==> config.mk <==
export PLATFORM = sky130hd
export DESIGN_NAME = video_timing_gen_flat
export DESIGN_NICKNAME = d
export VERILOG_FILES = /design/src/rtl/video_pkg.sv /design/src/rtl/video_timing_gen_if.sv /design/src/rtl/video_delay_line.sv /design/src/rtl/video_timing_gen.sv /design/src/flat_wrapper.sv
export SDC_FILE = /design/constraint.sdc
export NUM_CORES = 1
export LEC_CHECK = 0
export BUFFER_PORTS_ARGS = -buffer_cell sky130_fd_sc_hd__buf_2
export CORE_UTILIZATION = 58
export CTS_CLUSTER_SIZE = 28
export DETAILED_ROUTE_END_ITERATION = 10
export GPL_TIMING_DRIVEN = 1
export HOLD_SLACK_MARGIN = 0.08
export PLACE_DENSITY = 0.84
export SYNTH_ARGS = -nofsm -noshare
export SYNTH_HDL_FRONTEND = slang
export SYNTH_SLANG_ARGS = --single-unit
==> constraint.sdc <==
create_clock -name I_pix_clk -period 4.2 [get_ports I_pix_clk]
set_clock_uncertainty 0.05 [all_clocks]
set_input_delay 0.84 -clock I_pix_clk [delete_from_list [all_inputs] [get_ports I_pix_clk]]
set_output_delay 0.84 -clock I_pix_clk [all_outputs]
set_load 0.03 [all_outputs]
==> src/rtl/video_pkg.sv <==
// Shared types and constants for the raster timing generator: standard
// timing sets, rgb888 field widths and the colour-bar table.
package video_pkg;

  localparam int CNT_W    = 12;
  localparam int RGB_CH_W = 8;
  localparam int RGB_W    = 3 * RGB_CH_W;
  localparam int NUM_BARS = 8;

  typedef logic [RGB_W-1:0] rgb888_t;

  typedef struct packed {
    logic [CNT_W-1:0] h_active;
    logic [CNT_W-1:0] h_fp;
    logic [CNT_W-1:0] h_sync;
    logic [CNT_W-1:0] h_bp;
    logic [CNT_W-1:0] v_active;
    logic [CNT_W-1:0] v_fp;
    logic [CNT_W-1:0] v_sync;
    logic [CNT_W-1:0] v_bp;
    logic             hs_pol;
    logic             vs_pol;
  } timing_t;

  // 640x480@60, 25.175 MHz pixel clock, negative syncs
  localparam timing_t TIMING_640X480_60 = '{
    h_active: 12'd640, h_fp: 12'd16, h_sync: 12'd96, h_bp: 12'd48,
    v_active: 12'd480, v_fp: 12'd10, v_sync: 12'd2,  v_bp: 12'd33,
    hs_pol:   1'b0,    vs_pol: 1'b0
  };

  // 1280x720@60, 74.25 MHz pixel clock, positive syncs
  localparam timing_t TIMING_1280X720_60 = '{
    h_active: 12'd1280, h_fp: 12'd110, h_sync: 12'd40, h_bp: 12'd220,
    v_active: 12'd720,  v_fp: 12'd5,   v_sync: 12'd5,  v_bp: 12'd20,
    hs_pol:   1'b1,     vs_pol: 1'b1
  };

  // Index 0 is the leftmost bar: white, yellow, cyan, green, magenta, red, blue, black
  localparam logic [NUM_BARS-1:0][RGB_W-1:0] COLOUR_BARS = {
    24'h000000, 24'h0000FF, 24'hFF0000, 24'hFF00FF,
    24'h00FF00, 24'h00FFFF, 24'hFFFF00, 24'hFFFFFF
  };

  function automatic logic in_window(input logic [CNT_W-1:0] val,
                                     input logic [CNT_W-1:0] lo,
                                     input logic [CNT_W-1:0] hi);
    return (val >= lo) && (val < hi);
  endfunction

endpackage

==> src/rtl/video_timing_gen_if.sv <==
// Pixel request / returned data bus and the aligned encoder-side outputs
// of the raster timing generator.
interface video_timing_gen_if;
  import video_pkg::*;

  // O_req is a valid with no ready: the source cannot stall and must present
  // the pixel for each (O_x, O_y) exactly LATENCY cycles after the request.
  logic                O_req;
  logic [CNT_W-1:0]    O_x;
  logic [CNT_W-1:0]    O_y;
  logic                O_frame_start;
  rgb888_t             I_pix_rgb;

  logic                O_rgb_vs;
  logic                O_rgb_hs;
  logic                O_rgb_de;
  logic [RGB_CH_W-1:0] O_rgb_r;
  logic [RGB_CH_W-1:0] O_rgb_g;
  logic [RGB_CH_W-1:0] O_rgb_b;

  modport master (
    output O_req, O_x, O_y, O_frame_start,
    input  I_pix_rgb,
    output O_rgb_vs, O_rgb_hs, O_rgb_de, O_rgb_r, O_rgb_g, O_rgb_b
  );

  modport slave (
    input  O_req, O_x, O_y, O_frame_start,
    output I_pix_rgb,
    input  O_rgb_vs, O_rgb_hs, O_rgb_de, O_rgb_r, O_rgb_g, O_rgb_b
  );

endinterface

==> src/rtl/video_delay_line.sv <==
// WIDTH x DEPTH shift register with hold enable; async reset loads every
// stage with RESET_VAL.
module video_delay_line #(
  parameter int               WIDTH     = 1,
  parameter int               DEPTH     = 1,
  parameter logic [WIDTH-1:0] RESET_VAL = '0
) (
  input  logic             clk_i,
  input  logic             rst_ni,
  input  logic             en_i,
  input  logic [WIDTH-1:0] d_i,
  output logic [WIDTH-1:0] q_o
);

  logic [WIDTH-1:0] stage_q [DEPTH];

  always_ff @(posedge clk_i or negedge rst_ni) begin
    if (!rst_ni) begin
      for (int i = 0; i < DEPTH; i++) stage_q[i] <= RESET_VAL;
    end else if (en_i) begin
      stage_q[0] <= d_i;
      for (int i = 1; i < DEPTH; i++) stage_q[i] <= stage_q[i-1];
    end
  end

  assign q_o = stage_q[DEPTH-1];

endmodule

==> src/rtl/video_timing_gen.sv <==
// Raster timing generator and pixel-fetch aligner. Define TEST_PATTERN_EN to
// add I_pattern_sel and the built-in eight-bar colour pattern.
module video_timing_gen
  import video_pkg::*;
#(
  parameter int H_ACTIVE = int'(TIMING_640X480_60.h_active),
  parameter int H_FP     = int'(TIMING_640X480_60.h_fp),
  parameter int H_SYNC   = int'(TIMING_640X480_60.h_sync),
  parameter int H_BP     = int'(TIMING_640X480_60.h_bp),
  parameter int V_ACTIVE = int'(TIMING_640X480_60.v_active),
  parameter int V_FP     = int'(TIMING_640X480_60.v_fp),
  parameter int V_SYNC   = int'(TIMING_640X480_60.v_sync),
  parameter int V_BP     = int'(TIMING_640X480_60.v_bp),
  parameter bit HS_POL   = TIMING_640X480_60.hs_pol,
  parameter bit VS_POL   = TIMING_640X480_60.vs_pol,
  parameter int LATENCY  = 2
) (
  input  logic               I_pix_clk,
  input  logic               I_rst_n,
  input  logic               I_enable,
`ifdef TEST_PATTERN_EN
  input  logic               I_pattern_sel,
`endif
  video_timing_gen_if.master vid
);

  localparam logic [CNT_W-1:0] H_ACT      = CNT_W'(H_ACTIVE);
  localparam logic [CNT_W-1:0] H_SYNC_BEG = CNT_W'(H_ACTIVE + H_FP);
  localparam logic [CNT_W-1:0] H_SYNC_END = CNT_W'(H_ACTIVE + H_FP + H_SYNC);
  localparam logic [CNT_W-1:0] H_LAST     = CNT_W'(H_ACTIVE + H_FP + H_SYNC + H_BP - 1);
  localparam logic [CNT_W-1:0] V_ACT      = CNT_W'(V_ACTIVE);
  localparam logic [CNT_W-1:0] V_SYNC_BEG = CNT_W'(V_ACTIVE + V_FP);
  localparam logic [CNT_W-1:0] V_SYNC_END = CNT_W'(V_ACTIVE + V_FP + V_SYNC);
  localparam logic [CNT_W-1:0] V_LAST     = CNT_W'(V_ACTIVE + V_FP + V_SYNC + V_BP - 1);

  // ---------------------------------------------------------------- counters
  logic [CNT_W-1:0] h_q, h_d;
  logic [CNT_W-1:0] v_q, v_d;

  always_comb begin
    h_d = h_q + 1'b1;
    v_d = v_q;
    if (h_q == H_LAST) begin
      h_d = '0;
      v_d = (v_q == V_LAST) ? '0 : v_q + 1'b1;
    end
  end

  // ---------------------------------------------------------------- stage 0
  logic             req_q;
  logic [CNT_W-1:0] x_q;
  logic [CNT_W-1:0] y_q;
  logic             fs_q;
  logic             hs_raw_q;
  logic             vs_raw_q;

  // v only moves on the h wrap, so vs_raw_q can only change alongside h == 0
  always_ff @(posedge I_pix_clk or negedge I_rst_n) begin
    if (!I_rst_n) begin
      h_q      <= '0;
      v_q      <= '0;
      req_q    <= 1'b0;
      x_q      <= '0;
      y_q      <= '0;
      fs_q     <= 1'b0;
      hs_raw_q <= 1'b0;
      vs_raw_q <= 1'b0;
    end else if (I_enable) begin
      h_q      <= h_d;
      v_q      <= v_d;
      req_q    <= (h_q < H_ACT) && (v_q < V_ACT);
      x_q      <= h_q;
      y_q      <= v_q;
      fs_q     <= (h_q == '0) && (v_q == '0);
      hs_raw_q <= in_window(h_q, H_SYNC_BEG, H_SYNC_END);
      vs_raw_q <= in_window(v_q, V_SYNC_BEG, V_SYNC_END);
    end
  end

  // ---------------------------------------------------------------- delay line
  logic dl_req;
  logic dl_hs;
  logic dl_vs;

`ifdef TEST_PATTERN_EN
  localparam int PIPE_W = 3 + CNT_W;
  logic [CNT_W-1:0]  dl_x;
  logic [PIPE_W-1:0] pipe_in;
  logic [PIPE_W-1:0] pipe_out;
  assign pipe_in                         = {req_q, hs_raw_q, vs_raw_q, x_q};
  assign {dl_req, dl_hs, dl_vs, dl_x}    = pipe_out;
`else
  localparam int PIPE_W = 3;
  logic [PIPE_W-1:0] pipe_in;
  logic [PIPE_W-1:0] pipe_out;
  assign pipe_in                         = {req_q, hs_raw_q, vs_raw_q};
  assign {dl_req, dl_hs, dl_vs}          = pipe_out;
`endif

  video_delay_line #(
    .WIDTH     (PIPE_W),
    .DEPTH     (LATENCY),
    .RESET_VAL ('0)
  ) u_ctrl_dly (
    .clk_i  (I_pix_clk),
    .rst_ni (I_rst_n),
    .en_i   (I_enable),
    .d_i    (pipe_in),
    .q_o    (pipe_out)
  );

  // ---------------------------------------------------------------- pixel select
  rgb888_t pix_sel;

`ifdef TEST_PATTERN_EN
  localparam logic [CNT_W-1:0] BAR_W = CNT_W'(H_ACTIVE / NUM_BARS);
  logic [2:0] bar_idx;

  // Threshold compare against each bar edge avoids a divider on the column
  always_comb begin
    bar_idx = '0;
    for (int k = 1; k < NUM_BARS; k++) begin
      if (dl_x >= CNT_W'(k) * BAR_W) bar_idx = 3'(k);
    end
  end

  always_comb begin
    pix_sel = vid.I_pix_rgb;
    if (I_pattern_sel) pix_sel = COLOUR_BARS[bar_idx];
  end
`else
  always_comb begin
    pix_sel = vid.I_pix_rgb;
  end
`endif

  // ---------------------------------------------------------------- output stage
  logic    de_q;
  logic    hs_q;
  logic    vs_q;
  rgb888_t rgb_q;

  always_ff @(posedge I_pix_clk or negedge I_rst_n) begin
    if (!I_rst_n) begin
      de_q  <= 1'b0;
      hs_q  <= ~HS_POL;
      vs_q  <= ~VS_POL;
      rgb_q <= '0;
    end else if (I_enable) begin
      de_q  <= dl_req;
      hs_q  <= dl_hs ? HS_POL : ~HS_POL;
      vs_q  <= dl_vs ? VS_POL : ~VS_POL;
      rgb_q <= dl_req ? pix_sel : '0;
    end
  end

  assign vid.O_req         = req_q;
  assign vid.O_x           = x_q;
  assign vid.O_y           = y_q;
  assign vid.O_frame_start = fs_q;
  assign vid.O_rgb_de      = de_q;
  assign vid.O_rgb_hs      = hs_q;
  assign vid.O_rgb_vs      = vs_q;
  assign vid.O_rgb_r       = rgb_q[2*RGB_CH_W +: RGB_CH_W];
  assign vid.O_rgb_g       = rgb_q[RGB_CH_W   +: RGB_CH_W];
  assign vid.O_rgb_b       = rgb_q[0          +: RGB_CH_W];

endmodule

==> src/flat_wrapper.sv <==
// flat-port wrapper written by rule: the top's interface ports become plain ports
module video_timing_gen_flat import video_pkg::*;
#(
  parameter int H_ACTIVE = int'(TIMING_640X480_60.h_active),
  parameter int H_FP     = int'(TIMING_640X480_60.h_fp),
  parameter int H_SYNC   = int'(TIMING_640X480_60.h_sync),
  parameter int H_BP     = int'(TIMING_640X480_60.h_bp),
  parameter int V_ACTIVE = int'(TIMING_640X480_60.v_active),
  parameter int V_FP     = int'(TIMING_640X480_60.v_fp),
  parameter int V_SYNC   = int'(TIMING_640X480_60.v_sync),
  parameter int V_BP     = int'(TIMING_640X480_60.v_bp),
  parameter bit HS_POL   = TIMING_640X480_60.hs_pol,
  parameter bit VS_POL   = TIMING_640X480_60.vs_pol,
  parameter int LATENCY  = 2
)
  (I_pix_clk, I_rst_n, I_enable, vid_O_req, vid_O_x, vid_O_y, vid_O_frame_start, vid_I_pix_rgb, vid_O_rgb_vs, vid_O_rgb_hs, vid_O_rgb_de, vid_O_rgb_r, vid_O_rgb_g, vid_O_rgb_b);
  video_timing_gen_if vid_i ();
  input  logic I_pix_clk;
  input  logic I_rst_n;
  input  logic I_enable;
  output wire logic [$bits(vid_i.O_req)-1:0] vid_O_req;
  output wire logic [$bits(vid_i.O_x)-1:0] vid_O_x;
  output wire logic [$bits(vid_i.O_y)-1:0] vid_O_y;
  output wire logic [$bits(vid_i.O_frame_start)-1:0] vid_O_frame_start;
  input wire logic [$bits(vid_i.I_pix_rgb)-1:0] vid_I_pix_rgb;
  output wire logic [$bits(vid_i.O_rgb_vs)-1:0] vid_O_rgb_vs;
  output wire logic [$bits(vid_i.O_rgb_hs)-1:0] vid_O_rgb_hs;
  output wire logic [$bits(vid_i.O_rgb_de)-1:0] vid_O_rgb_de;
  output wire logic [$bits(vid_i.O_rgb_r)-1:0] vid_O_rgb_r;
  output wire logic [$bits(vid_i.O_rgb_g)-1:0] vid_O_rgb_g;
  output wire logic [$bits(vid_i.O_rgb_b)-1:0] vid_O_rgb_b;
  assign vid_O_req = vid_i.O_req;
  assign vid_O_x = vid_i.O_x;
  assign vid_O_y = vid_i.O_y;
  assign vid_O_frame_start = vid_i.O_frame_start;
  assign vid_i.I_pix_rgb = vid_I_pix_rgb;
  assign vid_O_rgb_vs = vid_i.O_rgb_vs;
  assign vid_O_rgb_hs = vid_i.O_rgb_hs;
  assign vid_O_rgb_de = vid_i.O_rgb_de;
  assign vid_O_rgb_r = vid_i.O_rgb_r;
  assign vid_O_rgb_g = vid_i.O_rgb_g;
  assign vid_O_rgb_b = vid_i.O_rgb_b;
  video_timing_gen #(.H_ACTIVE(H_ACTIVE), .H_FP(H_FP), .H_SYNC(H_SYNC), .H_BP(H_BP), .V_ACTIVE(V_ACTIVE), .V_FP(V_FP), .V_SYNC(V_SYNC), .V_BP(V_BP), .HS_POL(HS_POL), .VS_POL(VS_POL), .LATENCY(LATENCY)) u_core (.I_pix_clk(I_pix_clk), .I_rst_n(I_rst_n), .I_enable(I_enable), .vid(vid_i));
endmodule
* Word level (Yosys, flattened, before mapping)
Index checks and enable logic that the tools add are counted.
Operators by class: add/subtract/negate cells 2, order comparisons 6, eq/ne operators 2, mux-type cells 5, reductions and logical operators 7
Operators with widths (count):
- adder 12 x 1 -> 12 bit, second input constant | 2
- equality test 12 x 10 -> 1 bit, second input constant | 2
- zero test 12 bit | 2
- < comparator 12 x 10 -> 1 bit, second input constant | 2
- < comparator 12 x 9 -> 1 bit, second input constant | 2
- 2-to-1 mux 12 bit | 2
- 2-to-1 mux 24 bit | 1
- >= comparator 12 x 10 -> 1 bit, second input constant | 1
- >= comparator 12 x 9 -> 1 bit, second input constant | 1
- logical AND 1 bit | 4
- 2-to-1 mux 1 bit | 2
- AND reduction 2 bit | 1
Word-level totals: flip-flop bits (word level) 85, input bits 27, output and inout bits 53

* Longest topological paths before layout
Gate-level depths: netlist of the first run.
word-level depth 2, depth in mapped cells 6

* Modules after synthesis
A second synthesis of the first run with hierarchy kept.
Second synthesis, totals: cell total of the unflattened synthesis 348, area total of the unflattened synthesis 3786.1 sq um
By module, submodules not included:
- video_timing_gen | times used 1, cells an instance 332, area each 3512.1 sq um
- video_delay_line | times used 1, cells an instance 16, area each 274.0 sq um

* Worst setup path after synthesis of the first run
Ideal clock, no wire load.
path kind input to register, start point in I_enable, end point reg u_core.v_q[4], library setup time 0.128 ns, arrival 2.089 ns, data required time 4.022 ns, slack 1.933 ns, stages 5, path buffers 1, cell sequence clkbuf_1 nand2_1 nor4_4 nand3_1 mux2_1
On the way: longest elaborated chain between the ends 1
RTL lines:
- start, declared | line flat_wrapper.sv:20 | input logic I_enable;
- AND reduction 2 bit (no line)
- end signal, assigned | line video_timing_gen.sv:70 | v_q <= v_d;
- end, declared | line video_timing_gen.sv:38 | logic [CNT_W-1:0] v_q, v_d;
No other way between the ends. A chain may end at the register's enable or synchronous reset.

* Final worst setup path of the first run
Same ends and word-level chain as after synthesis.

==> results of run 1 <==
-- flip-flops by register name (all words and copies together) (netlist names) --
| signal | cells |
|---|---|
| u_core.vid.O_rgb_hs | 1 |
| u_core.u_ctrl_dly.stage_q | 3 |
| u_core.v_q | 12 |
| u_core.vid.O_x | 12 |
| u_core.u_ctrl_dly.q_o | 3 |
| u_core.h_q | 12 |
| u_core.rgb_q | 24 |
| u_core.hs_raw_q | 1 |
| u_core.vid.O_frame_start | 1 |
| u_core.vid.O_rgb_de | 1 |
| u_core.vid.O_y | 12 |
| u_core.vs_raw_q | 1 |
| u_core.vid.O_req | 1 |
| u_core.vid.O_rgb_vs | 1 |
-- kinds of logic (layout without fill, tap and decap cells) --
group           Yosys count  in the layout  share of synthesized area
xor+xnor                 15             15                    0.03608
buf+inv                  54            133                    0.05773
fa+ha+maj                 4              4                    0.01375
compound gates           40             40                    0.06014
flops                    85             85                     0.5849
mux                      36             36                     0.1103
simple gates             86             86                     0.1371
-- worst max path at each step --
stage | from | end | slack [ns] | depth (start not counted)
final | I_enable | u_core.v_q[4] | 1.47 | 5
after global routing | I_enable | u_core.v_q[4] | 1.38 | 5
after CTS | I_enable | u_core.v_q[4] | 1.50 | 5
after detailed placement | I_enable | u_core.v_q[4] | 1.10 | 5
after global placement | I_enable | u_core.v_q[4] | 1.22 | 5
after floorplan | I_enable | u_core.v_q[4] | 1.93 | 5
-- power by group --
group | total, µW | internal (µW) | switching, µW
logic | 359 | 125 | 234
clock network | 668 | 399 | 269
registers | 979 | 900 | 79.3
-- through the flow --
stage / power (µW) / cell area [µm²] / instances / utilization / hold WS (ns)
floorplan: 1228 / 3641 / 320 / - / 0.3375
global placement: 1342 / 4069 / 458 / 0.6792 / 0.3478
detailed placement: 1355 / 4069 / 458 / 0.6792 / 0.3578
CTS: 2026 / 4313 / 474 / 0.7199 / 0.3721
global route: 2101 / 4313 / 474 / 0.7199 / 0.3887
finish: 2006 / 4313 / 474 / 0.7199 / 0.3654
-- cells in the mapped netlist (5+ instances only) --
library cell   n
and3_1         5
clkbuf_1      13
dfrtp_1       83
inv_1         37
mux2_2        32
nand2_1        6
nand3_1       30
nand4_1       10
nor2_1         8
nor3_1         6
o21ai_0       29
xnor2_1       11
-- routing by layer --
| layer | global-route usage | vias to the layer above | routed length [µm] |
|---|---|---|---|
| met3 | 0.04831 | 8 | 461 |
| met2 | 0.3756 | 99 | 3268 |
| li1 | - | 1244 | - |
| met4 | 0.1089 | 0 | 92 |
| met5 | 0 | - | 0 |
| met1 | 0.2896 | 1253 | 3152 |
-- final cells by class --
type | count | area [µm²] | area share
clock buffer | 13 | 178.9 | 0.04149
clock inverter | 3 | 65.06 | 0.01509
inverter | 37 | 138.9 | 0.03220
multi-input combinational | 181 | 1301 | 0.3017
sequential | 85 | 2130 | 0.4938
tap | 75 | 93.84 | 0.02176
timing repair buffer | 80 | 405.4 | 0.09399
-- critical path, cell delays in order --
cell,delay [ns]
buf_2,0.39
nand2_1,0.26
nor4_4,0.88
nand3_1,0.18
mux2_1,0.35
==> qor.csv, run 1 <==
metric,value,unit
worst_slack,1.471,ns
synthCells,320,
globalRouteTotalUtil,0.2288,
antennaDiodeCount,0,
final_common_cell,dfrtp_1,
fin_setup_tns,0,ns
ir_drop,0.0003063,V
power_density,465.1,nW/µm²
maxClockFrequency,366.4,MHz
grt_max_degree,86,
regToRegSetupSlack,1.79,ns
synth-edff-count,0,
hold_viol,0,
drc,0,
die_h,81.23,µm
cp.arrival,2.91,ns
setup_violations,0,
path_max_fanout,22,
ys.flop_type,dfrtp_1,
worstHoldEndpoint,u_core.vid.O_rgb_vs,
final_cell_mix,"83 x dfrtp_1, 78 x buf_2, 37 x inv_1",
slew_viol_final,0,
cts.sinks,85,
critPathRequiredTime,4.38,ns
wl_per_cell,14.71,µm
overflow,0,
cts_tree,done,
leakage,0.002209,µW
clockBufferDepth,2,
rows,28,
hp-start,u_core.u_ctrl_dly.q_o[0],
port_buffers,79,
path_clk_slew,0.08,ns
ys_seq_elements,85,
drive_above_1_share,0.3333,
grt_pass1_wl,11280,µm
cap_violations,0,
holdPathStages,1,
place.detailed.hpwl,4634,µm
slew-limit-headroom,0.3072,
grt_setup_unrepaired,false,
synth.avg_cell_area,11.38,µm²
rr_startpoint,u_core.h_q[1],
hold_buffers,0,
yosysWarnings,0,
dieArea,6598,µm²
status,"finished, final reports clean",
postCtsSetupRepairBufs,0,
period_share,0.6497,
endpoint_kind,register,
antenna_found_initial,0,
crit_type,in -> reg,
async_flop_share,1.000,
area_growth,18.45,%
place_congestion,0.8709,
hold_class,reg -> reg,
fp.dieW,81.23,µm
ys_seq_area_frac,0.5849,
drt_pass1_iterations,4,
post_cts_resized,0,
finalNetCount,425,
fin_crit,2.729,ns
reg2reg_depth,5,
grt_pass1_vias,2512,
pre_cts_ws,1.097,ns
htreeDepth,3,
first_iter_violations,192,
ys_top_cells_by_area,"dfrtp_1 57%, mux2_2 9.9%, nand3_1 4.1%",
vias,2604,
ant_nets,0,
design.core.area,5991,µm²
yosysTopAreaCell,dfrtp_1,
viasPerCell,5.494,
nFillCells,420,
syn_area,3641,µm²
start_util,0.6078,
reg2reg_to,u_core.v_q[4],
synth.distinct_cells,38,
synth_top_area_share,0.5704,
syn_nets,351,
tightestPinTransition,1.039,ns
critPathLaunchType,primary input,
cts_buffers,9,
insertion_delay,0.34,ns
postRouteWirelength,6974,µm
root_buffer,clkbuf_8,
io_pins,80,
Power figures use the tool's default switching activity.
==> run 2, diff against run 1 <==
--- a/config.mk
+++ b/config.mk
@@ -6,12 +6,12 @@
 export NUM_CORES = 1
 export LEC_CHECK = 0
 export BUFFER_PORTS_ARGS = -buffer_cell sky130_fd_sc_hd__buf_2
-export CORE_UTILIZATION = 58
+export CORE_UTILIZATION = 54
 export CTS_CLUSTER_SIZE = 28
 export DETAILED_ROUTE_END_ITERATION = 10
 export GPL_TIMING_DRIVEN = 1
 export HOLD_SLACK_MARGIN = 0.08
-export PLACE_DENSITY = 0.84
+export PLACE_DENSITY = 0.79
 export SYNTH_ARGS = -nofsm -noshare
 export SYNTH_HDL_FRONTEND = slang
 export SYNTH_SLANG_ARGS = --single-unit
==> constraint.sdc (replaced) <==
create_clock -name I_pix_clk -period 2.7 [get_ports I_pix_clk]
set_clock_uncertainty 0.05 [all_clocks]
set_input_delay 0.54 -clock I_pix_clk [delete_from_list [all_inputs] [get_ports I_pix_clk]]
set_output_delay 0.54 -clock I_pix_clk [all_outputs]
set_load 0.03 [all_outputs]
==> qor.csv, run 2 (same netlist as run 1, synthesis figures left out) <==
metric,value,unit,change
hold_class,in -> async,,was reg -> reg
setup_violations,0,,unchanged
cp_cell_sequence,"ha_1, nand2_1, nor4_4, buf_4, nand4_1, xnor2_1",,"was buf_2, nand2_1, nor4_4, nand3_1, mux2_1"
largest_reg_flops,24,,unchanged
root_buffer,clkbuf_8,,unchanged
failed_checks,design-rule violations,,
drc,25,,was 0
crit_path_end,u_core.v_q[8],,was u_core.v_q[4]
area_growth,18.87,%,was 18.45%
grt_pass1_wl,11990,µm,was 11280 µm
cp_slowest_cell,dfrtp_1,,was nor4_4
crit_path_max_incr_delay,0.43,ns,was 0.88 ns
insertion_delay,0.36,ns,was 0.34 ns
clockBufferDepth,2,,unchanged
endpoint_kind,register,,unchanged
path_buf_inv,1,,unchanged
postCtsSetupRepairBufs,0,,unchanged
cp_num_cells,6,,was 5
cap_violations,0,,unchanged
postRouteWirelength,7091,µm,was 6974 µm
vias,2619,,was 2604
antenna_found_initial,0,,unchanged
overflow,0,,unchanged
wl_per_cell,14.80,µm,was 14.71 µm
finalNetCount,428,,was 425
post_cts_resized,0,,unchanged
io_pins,80,,unchanged
slew-limit-headroom,0.4725,,was 0.3072
cp.arrival,2.15,ns,was 2.91 ns
cts.sinks,85,,unchanged
hold_viol,0,,unchanged
nFillCells,517,,was 420
regToRegSetupSlack,0.75,ns,was 1.79 ns
slew_viol_final,0,,unchanged
grt_setup_unrepaired,false,,unchanged
drive_above_1_share,0.3383,,was 0.3333
dieArea,7075,µm²,was 6598 µm²
final_cell_mix,"83 x dfrtp_1, 78 x buf_2, 37 x inv_1",,unchanged
hold_buffers,0,,unchanged
fp.dieW,84.12,µm,was 81.23 µm
reg2reg_to,u_core.v_q[8],,was u_core.v_q[4]
critPathLaunchType,register,,was primary input
ff_latch_area,2130,µm²,unchanged
die_h,84.12,µm,was 81.23 µm
grt_max_degree,60,,was 86
first_iter_violations,152,,was 192
port_buffers,79,,unchanged
ir_drop,0.0003684,V,was 0.0003063 V
start_util,0.5669,,was 0.6078
final_util,0.6739,,was 0.7199
design.core.area,6422,µm²,was 5991 µm²
rr_startpoint,u_core.h_q[0],,was u_core.h_q[1]
htreeDepth,3,,unchanged
leakage,0.002210,µW,was 0.002209 µW
cp_top_family,simple AND/OR/NAND/NOR gates,,unchanged
final_common_cell,dfrtp_1,,unchanged
fin_setup_tns,0,ns,unchanged
rows,29,,was 28
globalRouteTotalUtil,0.2175,,was 0.2288
critical_path.startpoint,u_core.h_q[0],,was I_enable
tightestPinTransition,0.7913,ns,was 1.039 ns
status,"complete, but fails checks",,"was finished, final reports clean"
viasPerCell,5.468,,was 5.494
fin_crit,1.953,ns,
path_clk_slew,0.09,ns,was 0.08 ns
cts_tree,done,,unchanged
ant_nets,0,,unchanged
power_density,713.8,nW/µm²,was 465.1 nW/µm²
grt_pass1_vias,2449,,was 2512
antennaDiodeCount,0,,unchanged
path_max_fanout,16,,was 22
multi_input_area,1301,µm²,unchanged
top_register,u_core.rgb_q,,unchanged
place_congestion,0.8196,,was 0.8709
reg2reg_depth,6,,was 5
period_share,0.7235,,
maxClockFrequency,511.9,MHz,
critPathRequiredTime,2.89,ns,was 4.38 ns
place.detailed.hpwl,4719,µm,was 4634 µm
crit_type,reg -> reg,,was in -> reg
cts_buffers,9,,unchanged
drt_pass1_iterations,8,,was 4
-- run 2: changes by cell type in the layout (fill, tap and decap cells not counted), sizes merged --
cell | before | now
buf | 80 | 83
clkbuf | 13 | 9
clkinvlp | 0 | 2
inv | 37 | 39
-- run 2: how the worst min path moves through the flow --
stage,startpoint,cells after the start,slack [ns],end
global route,I_rst_n,1,0.13,u_core.rgb_q[2]
global placement,u_core.u_ctrl_dly.q_o[1],1,0.36,u_core.vid.O_rgb_hs
finish,I_rst_n,1,0.1,u_core.rgb_q[18]
CTS,I_rst_n,1,0.11,u_core.rgb_q[13]
floorplan,I_rst_n,0,0.19,u_core.h_q[0]
detailed placement,u_core.u_ctrl_dly.q_o[1],1,0.37,u_core.vid.O_rgb_hs
-- run 2: power breakdown --
part	internal (µW)	total (µW)	switching, µW	leakage [µW]
sequential	1400	1530	128	0.00110
clock	526	1000	476	0.000106
combinational	198	560	362	0.00100
-- run 2: final cells by class --
cell class | instances | share of cell area
clock buffer | 9 | 0.02862
tap | 77 | 0.02226
multi-input combinational | 181 | 0.3007
clock inverter | 7 | 0.02255
sequential | 85 | 0.4920
timing repair buffer | 83 | 0.1018
inverter | 37 | 0.03209
-- run 2: per-stage QoR --
stage / area [µm²] / instances / total power (µW) / hold slack (ns) / worst slack [ns]
CTS: 4328 / 479 / 3116 / 0.1150 / 0.7163
detailed placement: 4106 / 463 / 2117 / 0.3695 / 0.6525
finish: 4328 / 479 / 3089 / 0.09981 / 0.7466
global route: 4328 / 479 / 3233 / 0.1251 / 0.5946
global placement: 4106 / 463 / 2096 / 0.3599 / 0.7540
floorplan: 3641 / 320 / 1910 / 0.1944 / 0.7332
-- run 2: layer usage --
layer / up-vias / wire length, µm / track usage
met1: 1274 / 3199 / 0.2997
li1: 1256 / - / -
met2: 81 / 3382 / 0.3405
met3: 8 / 407 / 0.05341
met4: 0 / 102 / 0.07524
met5: - / 0 / 0
